===== src/rtl/adiabatic_phase_ctrl.sv =====
// Four-domain adiabatic power-clock generator: trapezoidal ramps offset by a quarter period.
// Optional stall input enabled by defining ADIABATIC_PHASE_CTRL_STALL_EN.

module adiabatic_phase_lane #(
    parameter int STEPS = 8,
    parameter int LW    = 4,
    parameter int SW    = 3,
    parameter int D     = 0
) (
    input  logic [SW-1:0] s,
    input  logic [1:0]    q,
    input  logic          en,
    input  logic          in_run,
    input  logic          in_drain,
    output logic          en_eff,
    output logic [LW-1:0] level,
    output logic [1:0]    phase
);
    logic [1:0] lq;

    assign lq = q - 2'(D);

    // Enabling only at the start of RISE and disabling only in WAIT keeps level steps <= 1.
    always_comb begin
        en_eff = en;
        if (in_run && lq == 2'd0 && s == '0)
            en_eff = 1'b1;
        if (in_drain && lq == 2'd3)
            en_eff = 1'b0;
    end

    always_comb begin
        phase = 2'd3;
        level = '0;
        if (en_eff) begin
            phase = lq;
            case (lq)
                2'd0:    level = LW'(s) + LW'(1);
                2'd1:    level = LW'(STEPS);
                2'd2:    level = LW'(STEPS - 1) - LW'(s);
                default: level = '0;
            endcase
        end
    end
endmodule

module adiabatic_phase_ctrl #(
    parameter int STEPS = 8,
    parameter int LW    = 4
) (
    input  logic            clk,
    input  logic            reset,
    input  logic            run,
`ifdef ADIABATIC_PHASE_CTRL_STALL_EN
    input  logic            stall,
`endif
    output logic [4*LW-1:0] pc_level,
    output logic [7:0]      pc_phase,
    output logic            busy,
    output logic            quarter_tick,
    output logic [15:0]     period_cnt
);
    localparam int SW = $clog2(STEPS);

    typedef enum logic [1:0] {IDLE, RUN, DRAIN} state_t;

    state_t        state;
    logic [SW-1:0] s;
    logic [1:0]    q;
    logic [3:0]    en;
    logic [3:0]    en_eff;
    logic          last_step;
    logic          in_run;
    logic          in_drain;
    logic          frz;

`ifdef ADIABATIC_PHASE_CTRL_STALL_EN
    assign frz = stall;
`else
    assign frz = 1'b0;
`endif

    assign last_step    = (s == SW'(STEPS - 1));
    assign in_run       = (state == RUN);
    assign in_drain     = (state == DRAIN);
    assign busy         = (state != IDLE);
    assign quarter_tick = busy && last_step && !frz;

    for (genvar d = 0; d < 4; d++) begin : g_lane
        adiabatic_phase_lane #(.STEPS(STEPS), .LW(LW), .SW(SW), .D(d)) u_lane (
            .s        (s),
            .q        (q),
            .en       (en[d]),
            .in_run   (in_run),
            .in_drain (in_drain),
            .en_eff   (en_eff[d]),
            .level    (pc_level[d*LW +: LW]),
            .phase    (pc_phase[2*d +: 2])
        );
    end

    always_ff @(posedge clk) begin
        if (reset) begin
            state      <= IDLE;
            s          <= '0;
            q          <= '0;
            en         <= '0;
            period_cnt <= '0;
        end else if (state == IDLE) begin
            s          <= '0;
            q          <= '0;
            en         <= '0;
            period_cnt <= '0;
            if (run)
                state <= RUN;
        end else if (!frz) begin
            en <= en_eff;
            s  <= last_step ? '0 : s + SW'(1);
            if (last_step)
                q <= q + 2'd1;
            if (last_step && q == 2'd3)
                period_cnt <= period_cnt + 16'd1;
            case (state)
                RUN: if (!run) state <= DRAIN;
                DRAIN: begin
                    if (run) begin
                        state <= RUN;
                    end else if (en_eff == 4'd0) begin
                        // Last domain just reached WAIT: back to a clean idle.
                        state      <= IDLE;
                        s          <= '0;
                        q          <= '0;
                        en         <= '0;
                        period_cnt <= '0;
                    end
                end
                default: state <= IDLE;
            endcase
        end
    end
endmodule


===== config.mk =====
export PLATFORM = sky130hd
export DESIGN_NAME = adiabatic_phase_ctrl
export DESIGN_NICKNAME = d
export VERILOG_FILES = /design/src/rtl/adiabatic_phase_ctrl.sv
export SDC_FILE = /design/constraint.sdc
export NUM_CORES = 1
export LEC_CHECK = 0
export CORE_ASPECT_RATIO = 2
export CORE_MARGIN = 2
export CORE_UTILIZATION = 45
export DETAILED_ROUTE_END_ITERATION = 8
export HOLD_SLACK_MARGIN = 0.1
export PLACE_DENSITY = 0.77
export SKIP_CTS_REPAIR_TIMING = 1
export SLEW_MARGIN = 20
export SYNTH_ARGS = -nofsm -noshare
export SYNTH_HDL_FRONTEND = slang
export SYNTH_SLANG_ARGS = --single-unit

===== constraint.sdc =====
create_clock -name clk -period 2.4 [get_ports clk]
set_input_delay 0.72 -clock clk [delete_from_list [all_inputs] [get_ports clk]]
set_output_delay 0.72 -clock clk [all_outputs]
set_load 0.005 [all_outputs]

### Yosys cells after proc, flatten, opt, wreduce, memory -nomap -nowiden

Index checks and enable logic that the tools add are counted.

* register bits: 27
* bits in latches: 0
* bits in writable memories: 0
* bits in read-only memories: 0
* input port bits: 3
* word-level logic and storage cells: 96
* memories: 0

* add/subtract/negate cells: 8
* $mul: 0
* divide/modulo/power cells: 0
* magnitude comparators: 0
* equal/unequal tests: 18
* shift operators: 0
* mux-type cells: 41
* bitwise logic cells: 0
* reduce and logical (&&, ||, !) cells: 24

Operator list (count)
* 16-bit 2-to-1 mux: 4
* 4-bit one-hot mux with 3 select lines: 4
* 4-bit 2-to-1 mux: 7
* 2-bit 2-to-1 mux: 13
* 2-bit equality test, second input constant: 9
* 16-bit by 1-bit adder with 16-bit output, second input constant: 1
* 1-bit logical AND: 14
* 3-bit 2-to-1 mux: 4
* 2-bit by 1-bit equality test with 1-bit output, second input constant: 5
* 2-bit logical NOT: 5
* 1-bit 2-to-1 mux: 8
* 3-bit inequality test, second input constant: 2
* 3-bit by 1-bit adder with 4-bit output, second input constant: 1
* 4-bit logical NOT: 1
* 2-bit one-hot mux with 2 select lines: 1
* 2-bit subtractor, second input constant: 2
* 3-bit by 3-bit subtractor with 4-bit output, first input constant: 1
* 3-bit by 1-bit adder with 3-bit output, second input constant: 1
* 3-bit equality test, second input constant: 1
* 3-bit logical NOT: 1
* 3-bit AND reduction: 1
* 2-bit by 1-bit adder with 2-bit output, second input constant: 1
* 2-bit inequality test, second input constant: 1
* 2-bit nonzero test: 1
* other kinds (2): 2

### Longest topological paths before layout

* word-level depth: 11
* mapped depth: 8
* gate-level depth less buffers: 6

### Cells and area by module

From an unflattened synthesis, not the netlist that was laid out.

* cell total of the unflattened synthesis: 217
* area total of the unflattened synthesis: 1843.0 µm²

By module, submodules not included
* adiabatic_phase_ctrl: times used 1, cells an instance 123, area an instance 1123.6 µm², seq. area each 540.5 µm²
* adiabatic_phase_lane (g_lane[1].u_lane): times used 1, cells an instance 28, area an instance 221.5 µm², seq. area each 0.0 µm²
* adiabatic_phase_lane (g_lane[3].u_lane): times used 1, cells an instance 27, area an instance 217.7 µm², seq. area each 0.0 µm²
* adiabatic_phase_lane (g_lane[0].u_lane): times used 1, cells an instance 20, area an instance 143.9 µm², seq. area each 0.0 µm²
* adiabatic_phase_lane (g_lane[2].u_lane): times used 1, cells an instance 19, area an instance 136.4 µm², seq. area each 0.0 µm²

### Least setup slack after synthesis

No wires, ideal clock.

* kind: register to output
* start point: reg q[0]
* end point: out pc_phase[6]
* data arrival time: 1.679 ns
* required time: 1.680 ns
* path slack: 0.001 ns
* stages on the path, launching flop included: 7
* cell sequence: dfxtp_1 > clkbuf_1 > inv_2 > ha_1 > a2bb2oi_1 > o21ai_1 > or2_2

* longest elaborated chain between the ends: 7
* elaborated cells on any way between the ends: 9
* those cells by class: 1 x add/sub; 1 x eq/ne; 3 x mux; 4 x reduce/logical

Ends and longest elaborated chain
* start, declared: line 69 `logic [1:0] q;`
* start signal, assigned: line 120 `q <= q + 2'd1;`
* 2-bit subtractor (*): line 21 `assign lq = q - 2'(D);`
* 2-bit logical NOT: line 26 `if (in_run && lq == 2'd0 && s == '0)`
* 1-bit logical AND (2 in series): line 26
* 1-bit 2-to-1 mux: line 26
* 1-bit 2-to-1 mux: line 28 `if (in_drain && lq == 2'd3)`
* 2-bit 2-to-1 mux (*): line 35 `if (en_eff) begin`
* end, declared: line 58 `output logic [7:0] pc_phase,`

Mark *: on every way between the ends. The rest lies on a longest branch, timed or not.

### Worst setup path in the final report

* start point: reg state[1]
* end point: out pc_level[0]

* longest elaborated chain between the ends: 6
* elaborated cells on any way between the ends: 8
* those cells by class: 2 x eq/ne; 3 x mux; 3 x reduce/logical

Ends and longest elaborated chain
* start, declared: line 67 `state_t state;`
* start signal, assigned: line 104 `state <= IDLE;`
* start signal, assigned: line 115 `state <= RUN;`
* start signal, assigned: line 124 `RUN: if (!run) state <= DRAIN;`
* 2-bit by 1-bit equality test with 1-bit output: line 84 `assign in_run = (state == RUN);`
* 1-bit logical AND (2 in series): line 26
* 1-bit 2-to-1 mux: line 26
* 1-bit 2-to-1 mux (*): line 28
* 4-bit 2-to-1 mux (*): line 35
* end, declared: line 57 `output logic [4*LW-1:0] pc_level,`

Marks and branches as above.

==> metrics.txt <==
dpl cell area 2580 µm²; RSZ-0062 raised after global routing true; clk_skew 4.92 ps; FMAX 378 MHz; cell count after synthesis 221; #FFs+latches synth 27; Power, Total 1.32 mW; diode count 0; slew margin rel. 0.781; Crit-path slowest cell dfxtp_2; CP required 1680 ps; initial antenna violation count 0; Max-Cap Viols 0; vias in the first global route 1,949; Most Crowded Layer GR met2; switching share of power 0.343; chip height 94.4 µm; peak supply drop 0.464 mV; WL/cell 16.8 µm; fin util 0.774; Leak 1.23 nW; crit path DAT 1920 ps; Setup crit end kind output port; status finished, violations left; Unique masters post-synth 49; slowest stage delay, CP 340 ps; violated checks setup timing; CTS clk-pin slew, worst paths 100 ps; Pins Over Slew Limit 0; Synth Warn # 0; Mapped Nets 240; Flop pwr share 0.363; Mapped Area 1840 µm²; crit-path max FO 4; DR pass1 iterations 4; largest net degree at the start of global routing 22; Critical path origin state[1]; 1st-iter DRT viols 74; met1 Use GR 0.206; Clk pwr share 0.213; Hold Crit Class register to register; Post-synth EDFFs 0; Worst R2R Start q[0]; H-tree lvl count 1; CP startpoint kind register; Pint 0.866 mW; Crit path top cell by count buf_6; PwrDens 439 nW/µm²; Post-Syn Area per Cell 8.32 µm²; Die Wd 49.2 µm; combinational power share 0.424; layout cells sized above 1 0.413; Final WS setup -242 ps; Die ar. 4650 µm²; Synth Flop Type dfxtp_1; clock latency on the worst-skew pair 290 ps; Hold Crit Start period_cnt[12]; CTS buffer count 3; routability cong. 0.916; crit share post-route 1.10; final instance area 3010 µm²; Post-Route WL 6.15 mm; fin crit period 2640 ps; Cell Rows 32; first-pass GRT wire length 8.23 mm; area delta synth->final 63.4%; NetSw 0.453 mW; # DRC 0; Detail Route Antenna Nets 0; setup TNS -1680 ps; fraction of registers with async set/reset 0; Root Driver clkbuf_8; Slew @ Worst Pin 327 ps; Via density 5.56; core area 3880 µm²; Top-Level Pins 45; HPWL Detailed 4.09 mm; gr ovfl total 0; starting density of the core 0.474; port buffer count 44; Final Hold Viols 0; Tot GR Track Use 0.223; clock sinks 27; Placement Setup Slack -224 ps; critical path cell sequence inv_2 > ha_4 > and3b_2 > a21oi_2 > a21o_2 > buf_6 > buf_6 > nor3_2 > buf_2; met3 Use GR 0.0174; Seq/Total Area, Yosys 0.294; clock buffer depth 2; nets 335; GRT met2 Usage 0.472; critical path class register to output port; setup violators final 19; via count 2,036; CTS tree built
area by class of cell:
type	count	area (µm²)
sequential	27	554
clock inverter	1	7.51
tap	51	63.8
inverter	13	51.3
multi-input combinational	171	1450
timing repair buffer	100	837
fill	269	878
clock buffer	3	41.3
power groups by stage:
stage	Clock (mW)	Sequential (mW)	Combinational, mW
after floorplan	0	0.485	0.217
after global placement	0	0.482	0.399
after detailed placement	0	0.483	0.409
after CTS	0.275	0.472	0.410
after global routing	0.288	0.480	0.607
final	0.281	0.478	0.560
synthesized netlist by cell type, types with 2 or more instances:
| library cell | number | area [µm²] |
|---|---|---|
| or4_1 | 2 | 15.0 |
| nand3_1 | 8 | 40.0 |
| nor2_1 | 16 | 60.1 |
| ha_1 | 16 | 200 |
| dfxtp_1 | 27 | 541 |
| clkbuf_1 | 4 | 15.0 |
| inv_1 | 12 | 45.0 |
| or3_1 | 4 | 25.0 |
| nor3b_1 | 2 | 15.0 |
| nand2b_1 | 6 | 37.5 |
| nor4b_2 | 2 | 30.0 |
| xnor2_1 | 5 | 43.8 |
| a21oi_1 | 10 | 50.1 |
| and4_1 | 3 | 26.3 |
| a31oi_1 | 2 | 12.5 |
| a211oi_1 | 2 | 15.0 |
| and2_1 | 2 | 12.5 |
| a22oi_1 | 8 | 60.1 |
| nor3_1 | 22 | 110 |
| a211oi_2 | 2 | 25.0 |
| o21ai_0 | 5 | 25.0 |
| nand2_1 | 11 | 41.3 |
| buf_2 | 3 | 15.0 |
| a21o_1 | 3 | 22.5 |
| nand4_1 | 7 | 43.8 |
| or2_2 | 3 | 18.8 |
| mux2i_1 | 4 | 40.0 |
| xor2_1 | 7 | 61.3 |
| o31ai_1 | 2 | 15.0 |
| and3_1 | 2 | 12.5 |
layer usage:
| metal | wire length, µm | up-vias |
|---|---|---|
| met1 | 2240 | 965 |
| met3 | 199 | 15 |
| met2 | 3520 | 67 |
| met4 | 192 | 0 |
| li1 | - | 989 |
| met5 | 0 | - |
metrics by stage:
step                hold slack (ps)  instances
floorplan                       431        221
global placement                493        345
detailed placement              497        345
CTS                             515        349
global route                    551        366
finish                          524        366
sequential cells by signal, summed over array words and instances, names as in the netlist:
signal / cells
q: 2
period_cnt: 16
en: 4
s: 3
state: 2
path summary, 6_finish.rpt:
check | endpoint | slack [ps] | depth (start not counted)
min | period_cnt[12] | 520 | 2
min reg2reg | period_cnt[12] | 520 | 2
max | pc_level[0] | -240 | 9
max reg2reg | s[1] | 170 | 8
kinds of logic (layout without fill, tap and decap cells):
| group | Yosys count | count (layout) | share of synthesized area |
|---|---|---|---|
| and+or+nand+nor | 97 | 97 | 0.301 |
| AOI/OAI and AO/OA | 42 | 42 | 0.163 |
| DFF | 27 | 27 | 0.294 |
| buffers and inverters | 23 | 117 | 0.0551 |
| adders and majority gates | 16 | 16 | 0.109 |
| xor gates and xnor gates | 12 | 12 | 0.0571 |
| muxes | 4 | 4 | 0.0218 |
worst max-delay path, delay by kind of cell, from the launching register on:
family,cells,cell delay [ps]
compound gates,2,320
fa+ha+maj,1,130
buf+inv,4,450
flops,1,340
simple gates,2,390
cell usage in the layout (no fill, tap or decap), drive strengths merged, types with 4 or more instances in the layout:
cell type,Yosys,routed
inv,13,13
dlymetal6s2s,0,10
o21ai,6,6
xnor2,5,5
a211oi,4,4
nor2,16,16
or3,4,4
nand2b,6,6
buf,6,70
dfxtp,27,27
nand3,9,9
ha,16,16
nand4,7,7
mux2i,4,4
nand2,11,11
xor2,7,7
a22oi,8,8
nor3,22,22
clkdlybuf4s50,0,18
a21oi,10,10
clkbuf,4,5
No activity file was read; power rests on OpenSTA's default activity.
